===== config.mk =====
export PLATFORM = sky130hd
export DESIGN_NAME = dram_axi_bridge_flat
export DESIGN_NICKNAME = d
export VERILOG_FILES = /design/src/rtl/dram_axi_bridge_if.sv /design/src/rtl/dram_axi_bridge.sv /design/src/flat_wrapper.sv
export SDC_FILE = /design/constraint.sdc
export NUM_CORES = 1
export LEC_CHECK = 0
export CAP_MARGIN = 20
export CORE_AREA = 2 2 126 128
export DETAILED_ROUTE_END_ITERATION = 10
export DIE_AREA = 0 0 128 130
export GPL_ROUTABILITY_DRIVEN = 0
export GPL_TIMING_DRIVEN = 0
export MAX_ROUTING_LAYER = met4
export PLACE_DENSITY = 0.76
export RECOVER_POWER = 25
export SLEW_MARGIN = 30
export SYNTH_ARGS = -nofsm -noshare
export SYNTH_HDL_FRONTEND = slang
export SYNTH_SLANG_ARGS = --single-unit

===== constraint.sdc =====
create_clock -name clock -period 2.4 [get_ports clock]
set_input_delay 0.6 -clock clock [delete_from_list [all_inputs] [get_ports clock]]
set_output_delay 0.6 -clock clock [all_outputs]
set_load 0.02 [all_outputs]

===== src/rtl/dram_axi_bridge_if.sv =====
// Single-beat AXI4 channel bundle between the bridge (master) and the DRAM
// controller (slave). IDs are carried but always driven to zero.
interface dram_axi_bridge_if #(
    parameter int ADDR_WIDTH = 32,
    parameter int DATA_WIDTH = 32
);
    logic                  arvalid;
    logic                  arready;
    logic [ADDR_WIDTH-1:0] araddr;
    logic [7:0]            arlen;
    logic [2:0]            arsize;
    logic [1:0]            arburst;
    logic [3:0]            arid;

    logic                  rvalid;
    logic                  rready;
    logic [DATA_WIDTH-1:0] rdata;
    logic [1:0]            rresp;
    logic                  rlast;

    logic                  awvalid;
    logic                  awready;
    logic [ADDR_WIDTH-1:0] awaddr;
    logic [7:0]            awlen;
    logic [2:0]            awsize;
    logic [1:0]            awburst;
    logic [3:0]            awid;

    logic                  wvalid;
    logic                  wready;
    logic [DATA_WIDTH-1:0] wdata;
    logic [3:0]            wstrb;
    logic                  wlast;

    logic                  bvalid;
    logic                  bready;
    logic [1:0]            bresp;

    modport master (
        output arvalid, araddr, arlen, arsize, arburst, arid,
        input  arready,
        input  rvalid, rdata, rresp, rlast,
        output rready,
        output awvalid, awaddr, awlen, awsize, awburst, awid,
        input  awready,
        output wvalid, wdata, wstrb, wlast,
        input  wready,
        input  bvalid, bresp,
        output bready
    );

    modport slave (
        input  arvalid, araddr, arlen, arsize, arburst, arid,
        output arready,
        output rvalid, rdata, rresp, rlast,
        input  rready,
        input  awvalid, awaddr, awlen, awsize, awburst, awid,
        output awready,
        input  wvalid, wdata, wstrb, wlast,
        output wready,
        output bvalid, bresp,
        input  bready
    );
endinterface


===== src/rtl/dram_axi_bridge.sv =====
// Bridges the core's SRAM-style read/write data port onto single-beat AXI4,
// keeping read-after-write order by holding reads until the write's B returns.
module dram_axi_bridge #(
    parameter int ADDR_WIDTH = 32,
    parameter int DATA_WIDTH = 32
) (
    input  logic                  clock,
    input  logic                  reset,

    input  logic                  sram_rd_en,
    input  logic [ADDR_WIDTH-1:0] sram_rd_addr,
    input  logic                  sram_cancel_rd,
    output logic [DATA_WIDTH-1:0] sram_rd_data,
    output logic                  sram_rd_valid,

    input  logic                  sram_wr_en,
    input  logic [ADDR_WIDTH-1:0] sram_wr_addr,
    input  logic [DATA_WIDTH-1:0] sram_wr_data,
    input  logic [3:0]            sram_wr_mask,
    output logic                  sram_wr_busy,

    dram_axi_bridge_if.master     axi,

    output logic                  bus_err
);

    typedef enum logic [2:0] {R_IDLE, R_WAIT, R_ADDR, R_DATA, R_DROP} r_state_t;
    typedef enum logic [1:0] {W_IDLE, W_SEND, W_RESP} w_state_t;

    r_state_t r_state, r_next;
    w_state_t w_state, w_next;

    logic [ADDR_WIDTH-1:0] rd_addr_q;
    logic [ADDR_WIDTH-1:0] wr_addr_q;
    logic [DATA_WIDTH-1:0] wr_data_q;
    logic [3:0]            wr_mask_q;
    logic                  aw_done;
    logic                  w_done;
    logic                  cancel_pend;

    logic ar_req, r_rdy, aw_req, w_req, b_rdy;
    logic r_fire, aw_fire, w_fire, b_fire;
    logic rd_deliver, wr_accept;
    logic unused_rlast;

    assign unused_rlast = axi.rlast;

    // Fixed single-beat, 32-bit, INCR transfer attributes.
    assign axi.arlen   = '0;
    assign axi.arsize  = 3'b010;
    assign axi.arburst = 2'b01;
    assign axi.arid    = '0;
    assign axi.awlen   = '0;
    assign axi.awsize  = 3'b010;
    assign axi.awburst = 2'b01;
    assign axi.awid    = '0;
    assign axi.wlast   = 1'b1;

    assign ar_req = (r_state == R_ADDR);
    assign r_rdy  = (r_state == R_DATA) || (r_state == R_DROP);
    assign aw_req = (w_state == W_SEND) && !aw_done;
    assign w_req  = (w_state == W_SEND) && !w_done;
    assign b_rdy  = (w_state == W_RESP);

    assign r_fire  = r_rdy  && axi.rvalid;
    assign aw_fire = aw_req && axi.awready;
    assign w_fire  = w_req  && axi.wready;
    assign b_fire  = b_rdy  && axi.bvalid;

    assign axi.arvalid = ar_req;
    assign axi.araddr  = rd_addr_q;
    assign axi.rready  = r_rdy;
    assign axi.awvalid = aw_req;
    assign axi.awaddr  = wr_addr_q;
    assign axi.wvalid  = w_req;
    assign axi.wdata   = wr_data_q;
    assign axi.wstrb   = wr_mask_q;
    assign axi.bready  = b_rdy;

    assign sram_wr_busy = (w_state != W_IDLE);

    always_ff @(posedge clock) begin
        if (reset) begin
            r_state <= R_IDLE;
            w_state <= W_IDLE;
        end else begin
            r_state <= r_next;
            w_state <= w_next;
        end
    end

    always_comb begin
        r_next     = r_state;
        rd_deliver = 1'b0;
        case (r_state)
            R_IDLE: begin
                if (sram_rd_en)
                    r_next = (w_state == W_IDLE && !sram_wr_en) ? R_ADDR : R_WAIT;
            end
            R_WAIT: begin
                // Leave as the B beat is taken so AR rises the cycle after it.
                if (sram_cancel_rd)
                    r_next = R_IDLE;
                else if ((w_state == W_RESP && axi.bvalid) ||
                         (w_state == W_IDLE && !sram_wr_en))
                    r_next = R_ADDR;
            end
            R_ADDR: begin
                if (axi.arready)
                    r_next = (sram_cancel_rd || cancel_pend) ? R_DROP : R_DATA;
            end
            R_DATA: begin
                // A cancel coinciding with the R beat simply discards that beat.
                if (axi.rvalid) begin
                    r_next     = R_IDLE;
                    rd_deliver = !sram_cancel_rd;
                end else if (sram_cancel_rd) begin
                    r_next = R_DROP;
                end
            end
            R_DROP: begin
                if (axi.rvalid)
                    r_next = R_IDLE;
            end
            default: r_next = R_IDLE;
        endcase
    end

    always_comb begin
        w_next    = w_state;
        wr_accept = 1'b0;
        case (w_state)
            W_IDLE: begin
                if (sram_wr_en) begin
                    w_next    = W_SEND;
                    wr_accept = 1'b1;
                end
            end
            W_SEND: begin
                if ((aw_done || aw_fire) && (w_done || w_fire))
                    w_next = W_RESP;
            end
            W_RESP: begin
                if (axi.bvalid)
                    w_next = W_IDLE;
            end
            default: w_next = W_IDLE;
        endcase
    end

    always_ff @(posedge clock) begin
        if (reset) begin
            sram_rd_data  <= '0;
            sram_rd_valid <= 1'b0;
            bus_err       <= 1'b0;
            rd_addr_q     <= '0;
            wr_addr_q     <= '0;
            wr_data_q     <= '0;
            wr_mask_q     <= '0;
            aw_done       <= 1'b0;
            w_done        <= 1'b0;
            cancel_pend   <= 1'b0;
        end else begin
            sram_rd_valid <= rd_deliver;
            if (rd_deliver)
                sram_rd_data <= axi.rdata;
            bus_err <= (r_fire && axi.rresp != 2'b00) || (b_fire && axi.bresp != 2'b00);

            if (r_state == R_IDLE && sram_rd_en)
                rd_addr_q <= sram_rd_addr;

            // A cancel pulse seen while AR is stalled must survive until arready.
            if (r_state == R_ADDR)
                cancel_pend <= cancel_pend || sram_cancel_rd;
            else
                cancel_pend <= 1'b0;

            if (wr_accept) begin
                wr_addr_q <= sram_wr_addr;
                wr_data_q <= sram_wr_data;
                wr_mask_q <= sram_wr_mask;
                aw_done   <= 1'b0;
                w_done    <= 1'b0;
            end else if (w_state == W_SEND) begin
                aw_done <= aw_done || aw_fire;
                w_done  <= w_done  || w_fire;
            end
        end
    end

endmodule


===== src/flat_wrapper.sv =====
// flat-port wrapper written by rule: the top's interface ports become plain ports
module dram_axi_bridge_flat 
#(
    parameter int ADDR_WIDTH = 32,
    parameter int DATA_WIDTH = 32
)
  (clock, reset, sram_rd_en, sram_rd_addr, sram_cancel_rd, sram_rd_data, sram_rd_valid, sram_wr_en, sram_wr_addr, sram_wr_data, sram_wr_mask, sram_wr_busy, bus_err, axi_arvalid, axi_araddr, axi_arlen, axi_arsize, axi_arburst, axi_arid, axi_arready, axi_rvalid, axi_rdata, axi_rresp, axi_rlast, axi_rready, axi_awvalid, axi_awaddr, axi_awlen, axi_awsize, axi_awburst, axi_awid, axi_awready, axi_wvalid, axi_wdata, axi_wstrb, axi_wlast, axi_wready, axi_bvalid, axi_bresp, axi_bready);
  dram_axi_bridge_if #(.ADDR_WIDTH(ADDR_WIDTH), .DATA_WIDTH(DATA_WIDTH)) axi_i ();
  input  logic clock;
  input  logic reset;
  input  logic sram_rd_en;
  input  logic [ADDR_WIDTH-1:0] sram_rd_addr;
  input  logic sram_cancel_rd;
  output logic [DATA_WIDTH-1:0] sram_rd_data;
  output logic sram_rd_valid;
  input  logic sram_wr_en;
  input  logic [ADDR_WIDTH-1:0] sram_wr_addr;
  input  logic [DATA_WIDTH-1:0] sram_wr_data;
  input  logic [3:0] sram_wr_mask;
  output logic sram_wr_busy;
  output logic bus_err;
  output wire logic [$bits(axi_i.arvalid)-1:0] axi_arvalid;
  output wire logic [$bits(axi_i.araddr)-1:0] axi_araddr;
  output wire logic [$bits(axi_i.arlen)-1:0] axi_arlen;
  output wire logic [$bits(axi_i.arsize)-1:0] axi_arsize;
  output wire logic [$bits(axi_i.arburst)-1:0] axi_arburst;
  output wire logic [$bits(axi_i.arid)-1:0] axi_arid;
  input wire logic [$bits(axi_i.arready)-1:0] axi_arready;
  input wire logic [$bits(axi_i.rvalid)-1:0] axi_rvalid;
  input wire logic [$bits(axi_i.rdata)-1:0] axi_rdata;
  input wire logic [$bits(axi_i.rresp)-1:0] axi_rresp;
  input wire logic [$bits(axi_i.rlast)-1:0] axi_rlast;
  output wire logic [$bits(axi_i.rready)-1:0] axi_rready;
  output wire logic [$bits(axi_i.awvalid)-1:0] axi_awvalid;
  output wire logic [$bits(axi_i.awaddr)-1:0] axi_awaddr;
  output wire logic [$bits(axi_i.awlen)-1:0] axi_awlen;
  output wire logic [$bits(axi_i.awsize)-1:0] axi_awsize;
  output wire logic [$bits(axi_i.awburst)-1:0] axi_awburst;
  output wire logic [$bits(axi_i.awid)-1:0] axi_awid;
  input wire logic [$bits(axi_i.awready)-1:0] axi_awready;
  output wire logic [$bits(axi_i.wvalid)-1:0] axi_wvalid;
  output wire logic [$bits(axi_i.wdata)-1:0] axi_wdata;
  output wire logic [$bits(axi_i.wstrb)-1:0] axi_wstrb;
  output wire logic [$bits(axi_i.wlast)-1:0] axi_wlast;
  input wire logic [$bits(axi_i.wready)-1:0] axi_wready;
  input wire logic [$bits(axi_i.bvalid)-1:0] axi_bvalid;
  input wire logic [$bits(axi_i.bresp)-1:0] axi_bresp;
  output wire logic [$bits(axi_i.bready)-1:0] axi_bready;
  assign axi_arvalid = axi_i.arvalid;
  assign axi_araddr = axi_i.araddr;
  assign axi_arlen = axi_i.arlen;
  assign axi_arsize = axi_i.arsize;
  assign axi_arburst = axi_i.arburst;
  assign axi_arid = axi_i.arid;
  assign axi_i.arready = axi_arready;
  assign axi_i.rvalid = axi_rvalid;
  assign axi_i.rdata = axi_rdata;
  assign axi_i.rresp = axi_rresp;
  assign axi_i.rlast = axi_rlast;
  assign axi_rready = axi_i.rready;
  assign axi_awvalid = axi_i.awvalid;
  assign axi_awaddr = axi_i.awaddr;
  assign axi_awlen = axi_i.awlen;
  assign axi_awsize = axi_i.awsize;
  assign axi_awburst = axi_i.awburst;
  assign axi_awid = axi_i.awid;
  assign axi_i.awready = axi_awready;
  assign axi_wvalid = axi_i.wvalid;
  assign axi_wdata = axi_i.wdata;
  assign axi_wstrb = axi_i.wstrb;
  assign axi_wlast = axi_i.wlast;
  assign axi_i.wready = axi_wready;
  assign axi_i.bvalid = axi_bvalid;
  assign axi_i.bresp = axi_bresp;
  assign axi_bready = axi_i.bready;
  dram_axi_bridge #(.ADDR_WIDTH(ADDR_WIDTH), .DATA_WIDTH(DATA_WIDTH)) u_core (.clock(clock), .reset(reset), .sram_rd_en(sram_rd_en), .sram_rd_addr(sram_rd_addr), .sram_cancel_rd(sram_cancel_rd), .sram_rd_data(sram_rd_data), .sram_rd_valid(sram_rd_valid), .sram_wr_en(sram_wr_en), .sram_wr_addr(sram_wr_addr), .sram_wr_data(sram_wr_data), .sram_wr_mask(sram_wr_mask), .sram_wr_busy(sram_wr_busy), .axi(axi_i), .bus_err(bus_err));
endmodule

# ---- After elaboration in Yosys (flattened, before gate mapping)
# Cells that the tools add are included.
dict set report word_totals {
  ff_bits 142
  input_bits 147
  out_inout_bits 175
  wordCells 75
}
dict set report classes {
  n_eq_ne 14
  n_mux 18
  n_bitwise 1
  n_reduce_logical 30
}
# op count
set op_table {}
lappend op_table {{two-way mux 3 bit} 8}
lappend op_table {{case mux 3 bit (5 select lines)} 1}
lappend op_table {{logical AND 1 bit} 11}
lappend op_table {{inequality test 2 bit (second input constant)} 5}
lappend op_table {{two-way mux 2 bit} 4}
lappend op_table {{equality test 3 x 2 -> 1 bit (second input constant)} 2}
lappend op_table {{logical OR 1 bit} 6}
lappend op_table {{case mux 2 bit (3 select lines)} 1}
lappend op_table {{nonzero test 2 bit} 3}
lappend op_table {{AND reduction 5 bit} 1}
lappend op_table {{logical NOT 1 bit} 4}
lappend op_table {{two-way mux 1 bit} 4}
lappend op_table {{OR reduction 2 bit} 2}
lappend op_table {{equality test 3 x 1 -> 1 bit (second input constant)} 1}
lappend op_table {{equality test 3 bit (second input constant)} 1}
lappend op_table {{logical NOT 3 bit} 1}
lappend op_table {{inequality test 3 x 2 -> 1 bit (second input constant)} 1}
lappend op_table {{inequality test 3 bit (second input constant)} 1}
lappend op_table {{AND reduction 3 bit} 1}
lappend op_table {{equality test 2 x 1 -> 1 bit (second input constant)} 1}
lappend op_table {{equality test 2 bit (second input constant)} 1}
lappend op_table {{logical NOT 2 bit} 1}
lappend op_table {{inequality test 2 x 1 -> 1 bit (second input constant)} 1}
lappend op_table {{NOT 1 bit} 1}

# ---- Depth between registers and ports, before layout
dict set report logic_depth {
  word_depth 7
  depth_mapped 7
  ltp_nobuf 5
}

# ---- Worst setup path after synthesis
# Ideal clock, no wire load.
dict set report synth_timing {
  kind {register to output}
  from {reg u_core.r_state[1]}
  to {out axi_rready}
  t_arrival_ns 1.113
  t_required_ns 1.800
  setup_slack_ns 0.687
  path_stages_with_launch 4
  cell_sequence {dfxtp_1 -> clkbuf_1 -> nand2_1 -> o22ai_1}
}
dict set report synth_between {
  elab_chain_cells 2
}
# element line
set synth_lines {}
lappend synth_lines {{start, declared} dram_axi_bridge.sv:30} ;# r_state_t r_state, r_next;
lappend synth_lines {{start signal, assigned} dram_axi_bridge.sv:87} ;# r_state <= r_next;
lappend synth_lines {{equality test 3 x 2 -> 1 bit / equality test 3 bit (equally long branches)} dram_axi_bridge.sv:60} ;# assign r_rdy = (r_state == R_DATA) || (r_state == R_DROP);
lappend synth_lines {{logical OR 1 bit *} dram_axi_bridge.sv:60}
lappend synth_lines {{end, declared} flat_wrapper.sv:33} ;# output wire logic [$bits(axi_i.rready)-1:0] axi_rready;
# Every way passes the cells marked *; elsewhere a longest branch is shown, timed or not.

# ---- Worst setup path after layout
dict set report layout_timing {
  from {reg u_core.w_state[1]}
  to {out axi_bready}
}
dict set report layout_between {
  elab_chain_cells 1
}
# element line
set layout_lines {}
lappend layout_lines {{start, declared} dram_axi_bridge.sv:31} ;# w_state_t w_state, w_next;
lappend layout_lines {{start signal, assigned} dram_axi_bridge.sv:88} ;# w_state <= w_next;
lappend layout_lines {{equality test 2 bit} dram_axi_bridge.sv:63} ;# assign b_rdy = (w_state == W_RESP);
lappend layout_lines {{end, declared} flat_wrapper.sv:48} ;# output wire logic [$bits(axi_i.bready)-1:0] axi_bready;
# No other way between the ends.

==> results summary <==
The flow ran to the end, and the final reports show no timing, DRC or antenna violations. The kind of start point of the critical path is a flop. The signal on the critical path passes through nand2b_1 > inv_1 > clkdlybuf4s50_1. The share of synthesized registers carrying an async set or reset came out at 0%. In this run the cell area of the synthesized design comes to 0.00536 sq mm. The detailed-route wire length per cell came out at 14.1 um.

The count of pins over their slew limit came out at 0. The overall global routing resource usage came out at 20.8%. The sequential power share is 38.0%. The internal power consumption is 5030 uW. On the critical path, the stage with the largest delay is an instance of sky130_fd_sc_hd__clkdlybuf4s50_1. In the synthesized netlist the dominant register cell turns out to be sky130_fd_sc_hd__dfxtp_1. The area after detailed placement came out at 0.00857 sq mm. The count of antenna-violating nets left after detailed routing came out at 0. Sequential cells were found to cover 53.0% of the synthesized design area. The largest incremental delay on the critical path came out at 0.60 ns. The via count is 5563. The detailed-placement wirelength estimate is 13.2 mm.

The worst hold slack after final layout is 0.451 ns. The required time at the endpoint of the critical path came out at 1.80 ns. The largest clock skew in the final design is 0.0125 ns.

The count of final hold-check violations is 0. The count of max-cap constraint violations came out at 0. The final clock period utilization by the worst path came out at 93.7%.

The initial antenna violation count is 0. The number of antenna cells inserted came out at 0. The number of distinct library cells after synthesis came out at 34. The pin count of the biggest net entering global routing is 17. The number of instances in the synthesized netlist is 688. The floorplan die area is 0.0166 sq mm. The share of final-layout standard cells stronger than drive strength 1 came out at 8.40%. The I/O pin count came out at 322.

The final critical path time including I/O delays and setup is 2.25 ns. In this run the vertical extent of the chip is 130 um. The net switching power figure came out at 1930 uW. The remaining design rule violation count is 0. The sequential cell area in the final layout came out at 0.00284 sq mm. The number of global-route vias before repair is 5133. The multi-input gate area in the final layout came out at 0.00214 sq mm. By startpoint and endpoint, the worst setup path is classified as reg -> out.

The number of setup buffers added after CTS came out at 0. The static power due to leakage came out at 0.00352 uW. The post-CTS clock slew at the launch and capture registers of the worst setup and hold paths came out at 0.06 ns.

The clock group share of total power came out at 40.0%. Across the VDD grid, the largest voltage drop is 0.409 mV. The total number of nets in the final design came out at 1170. Summed over all instances, the cell type with the most area after synthesis is sky130_fd_sc_hd__dfxtp_1. The standard-cell row count is 46. In this run the tightest slew margin relative to its limit is 54.1%. The share of the synthesized area in the top cell type came out at 53.0%. Setup violations remaining at the end of the flow were counted as 0. The number of I/O port buffers is 284. Setup repair after global routing left no endpoint under its margin.

Derived from the worst setup path, the maximum achievable clock frequency is 445 MHz. For this block, the routed nets add up to 17.3 mm of wire. The path type of the worst min-delay path is reg -> reg. The tree built by TritonCTS fans out to 142 sinks. The buffer cell driving the clock tree root is sky130_fd_sc_hd__clkbuf_16.

The first global-routing pass estimated 26.0 mm of wire. The buffer levels on the longest clock path is 2. The number of clock buffers added by TritonCTS is 17. From left edge to right edge, the die measures 128 um.

The most numerous cell in the Yosys netlist is sky130_fd_sc_hd__nand2_1. For this design the ratio of total power to cell area is 758 mW/mm^2. The length of the first detailed-routing pass in iterations came out at 4.

The flip-flop and latch count after synthesis is 142. The cell area after layout came out at 0.00918 sq mm. TritonCTS built the clock tree.

The sum of overflow across all layers after global routing is 0. The data arrival time of the worst path is 1.65 ns. Once routing completed, OpenROAD measured the worst setup slack at 0.150 ns.

The number of hold-repair buffers added at the cts stage is 0. The commonest cells after synthesis are sky130_fd_sc_hd__nand2_1, sky130_fd_sc_hd__dfxtp_1, sky130_fd_sc_hd__a21oi_1. The share of total power consumed by net switching came out at 27.7%. The worst-skew pair later-pin latency came out at 0.42 ns. The combinational fraction of design power came out at 22.0%. The worst setup slack before clock tree synthesis is -0.0287 ns.

The number of H-tree levels is 4. STA classifies the critical path endpoint as an output port. The count of warnings emitted by yosys is 0. The fill cell total of the finished layout is 1377. The count of routing violations after the opening detailed-route iteration is 323. The initial core utilization came out at 34.7%. Broken down by cell family, the worst path's largest delay share belongs to buffers and inverters. The number of vias per cell after detailed routing came out at 4.53.

The synthesized area divided by synthesized cell count came out at 7.79 sq um. The floorplan step defined a core boundary enclosing 0.0154 sq mm. By area the synthesized netlist is led by sky130_fd_sc_hd__dfxtp_1, sky130_fd_sc_hd__nand2_1, sky130_fd_sc_hd__a21oi_1, sky130_fd_sc_hd__buf_4, sky130_fd_sc_hd__clkbuf_1. The critical path contains buffers and inverters numbering 2 combined.

At the pin with the least slew margin, the transition time is 0.689 ns. Yosys mapped a number of flops with a built-in enable equal to 0. The post-synthesis to final-layout area growth came out at 71.3%. The peak fanout along the critical path came out at 8.
power groups by stage:
stage	Clock, uW	Sequential (uW)	Combinational, uW
2_1_floorplan	0	2880	603
3_3_place_gp	0	2680	1550
3_5_place_dp	0	2690	1560
4_1_cts	2850	2650	1560
5_1_grt	2960	2670	1660
6_report	2780	2640	1530
through the flow:
stage / cells / power [uW] / util (%) / TNS (ns)
after CTS: 1228 / 7050 / 59.6 / 0
after detailed placement: 1197 / 4250 / 55.5 / -0.330
after global placement: 1197 / 4230 / 55.5 / -0.0332
after global routing: 1228 / 7290 / 59.5 / 0
final: 1228 / 6960 / 59.5 / 0
after floorplan: 721 / 3480 / - / 0
logic make-up (layout without fill, tap and decap cells):
| family | Yosys count | in the layout | synth area share, % |
|---|---|---|---|
| buffers and inverters | 85 | 400 | 9.15 |
| AO/OA/AOI/OAI | 154 | 154 | 15.1 |
| flip-flops | 142 | 142 | 53.0 |
| AND/OR/NAND/NOR | 305 | 305 | 22.6 |
| other | 2 | 35 | 0.140 |
layout by cell type, fill, tap and decap left out, types with 3 or more instances in the layout:
cell / n
sky130_fd_sc_hd__a21oi_1: 138
sky130_fd_sc_hd__buf_2: 10
sky130_fd_sc_hd__buf_4: 35
sky130_fd_sc_hd__buf_6: 3
sky130_fd_sc_hd__bufinv_16: 4
sky130_fd_sc_hd__clkbuf_1: 28
sky130_fd_sc_hd__clkbuf_16: 17
sky130_fd_sc_hd__clkbuf_2: 4
sky130_fd_sc_hd__clkdlybuf4s50_1: 278
sky130_fd_sc_hd__clkinv_2: 5
sky130_fd_sc_hd__clkinv_4: 3
sky130_fd_sc_hd__conb_1: 35
sky130_fd_sc_hd__dfxtp_1: 142
sky130_fd_sc_hd__dlygate4sd3_1: 3
sky130_fd_sc_hd__inv_1: 3
sky130_fd_sc_hd__nand2_1: 273
sky130_fd_sc_hd__nand2b_1: 7
sky130_fd_sc_hd__nor2_1: 10
sky130_fd_sc_hd__nor3_1: 3
sky130_fd_sc_hd__o21ai_0: 5
flip-flops by register name (all words and copies together), names as in the netlist:
name                  cells
u_core.sram_rd_valid      1
u_core.w_state            2
u_core.axi.wdata         32
u_core.bus_err            1
u_core.sram_rd_data      32
u_core.axi.awaddr        32
u_core.aw_done            1
u_core.axi.wstrb          4
u_core.r_state            3
u_core.axi.araddr        32
u_core.w_done             1
u_core.cancel_pend        1
timing repair:
action / 4_1_cts / 5_1_grt
gates resized for setup: 3 / 3
endpoints found under the hold margin: 0 / 0
gates cloned: 0 / 0
endpoints found under the setup margin: 2 / 2
final cells by class:
type                    instances  share of cell area, %
repair buffers                284                   30.9
inverters                       3                  0.123
plain buffers                  81                   5.17
well taps                     192                   2.62
clock inverters                14                   2.06
clock buffers                  18                   4.78
multi-input cells             494                   23.4
flip-flops and latches        142                   31.0
layer usage:
| layer | vias to the layer above | track usage (%) | part of all wire [%] |
|---|---|---|---|
| met5 | - | - | 0 |
| met4 | 0 | 6.33 | 1.4 |
| met3 | 19 | 7.01 | 8.3 |
| met2 | 217 | 34.5 | 49 |
| met1 | 2499 | 23.9 | 41 |
| li1 | 2828 | - | - |
worst min-delay path, cell delays in order (launching register included):
cell,delay [ns]
sky130_fd_sc_hd__dfxtp_1,0.31
sky130_fd_sc_hd__nand2_1,0.05
sky130_fd_sc_hd__a21oi_1,0.05
path summary, 6_finish.rpt:
kind | start | to | slack [ns] | depth (start not counted)
setup / recovery | u_core.w_state[1] | axi_bready | 0.15 | 3
hold / removal | u_core.axi.awaddr[26] | u_core.axi.awaddr[26] | 0.45 | 2
setup reg to reg | u_core.w_state[1] | u_core.axi.wdata[9] | 0.38 | 7
hold reg to reg | u_core.axi.awaddr[26] | u_core.axi.awaddr[26] | 0.45 | 2
(Power assumes the default switching activity.)
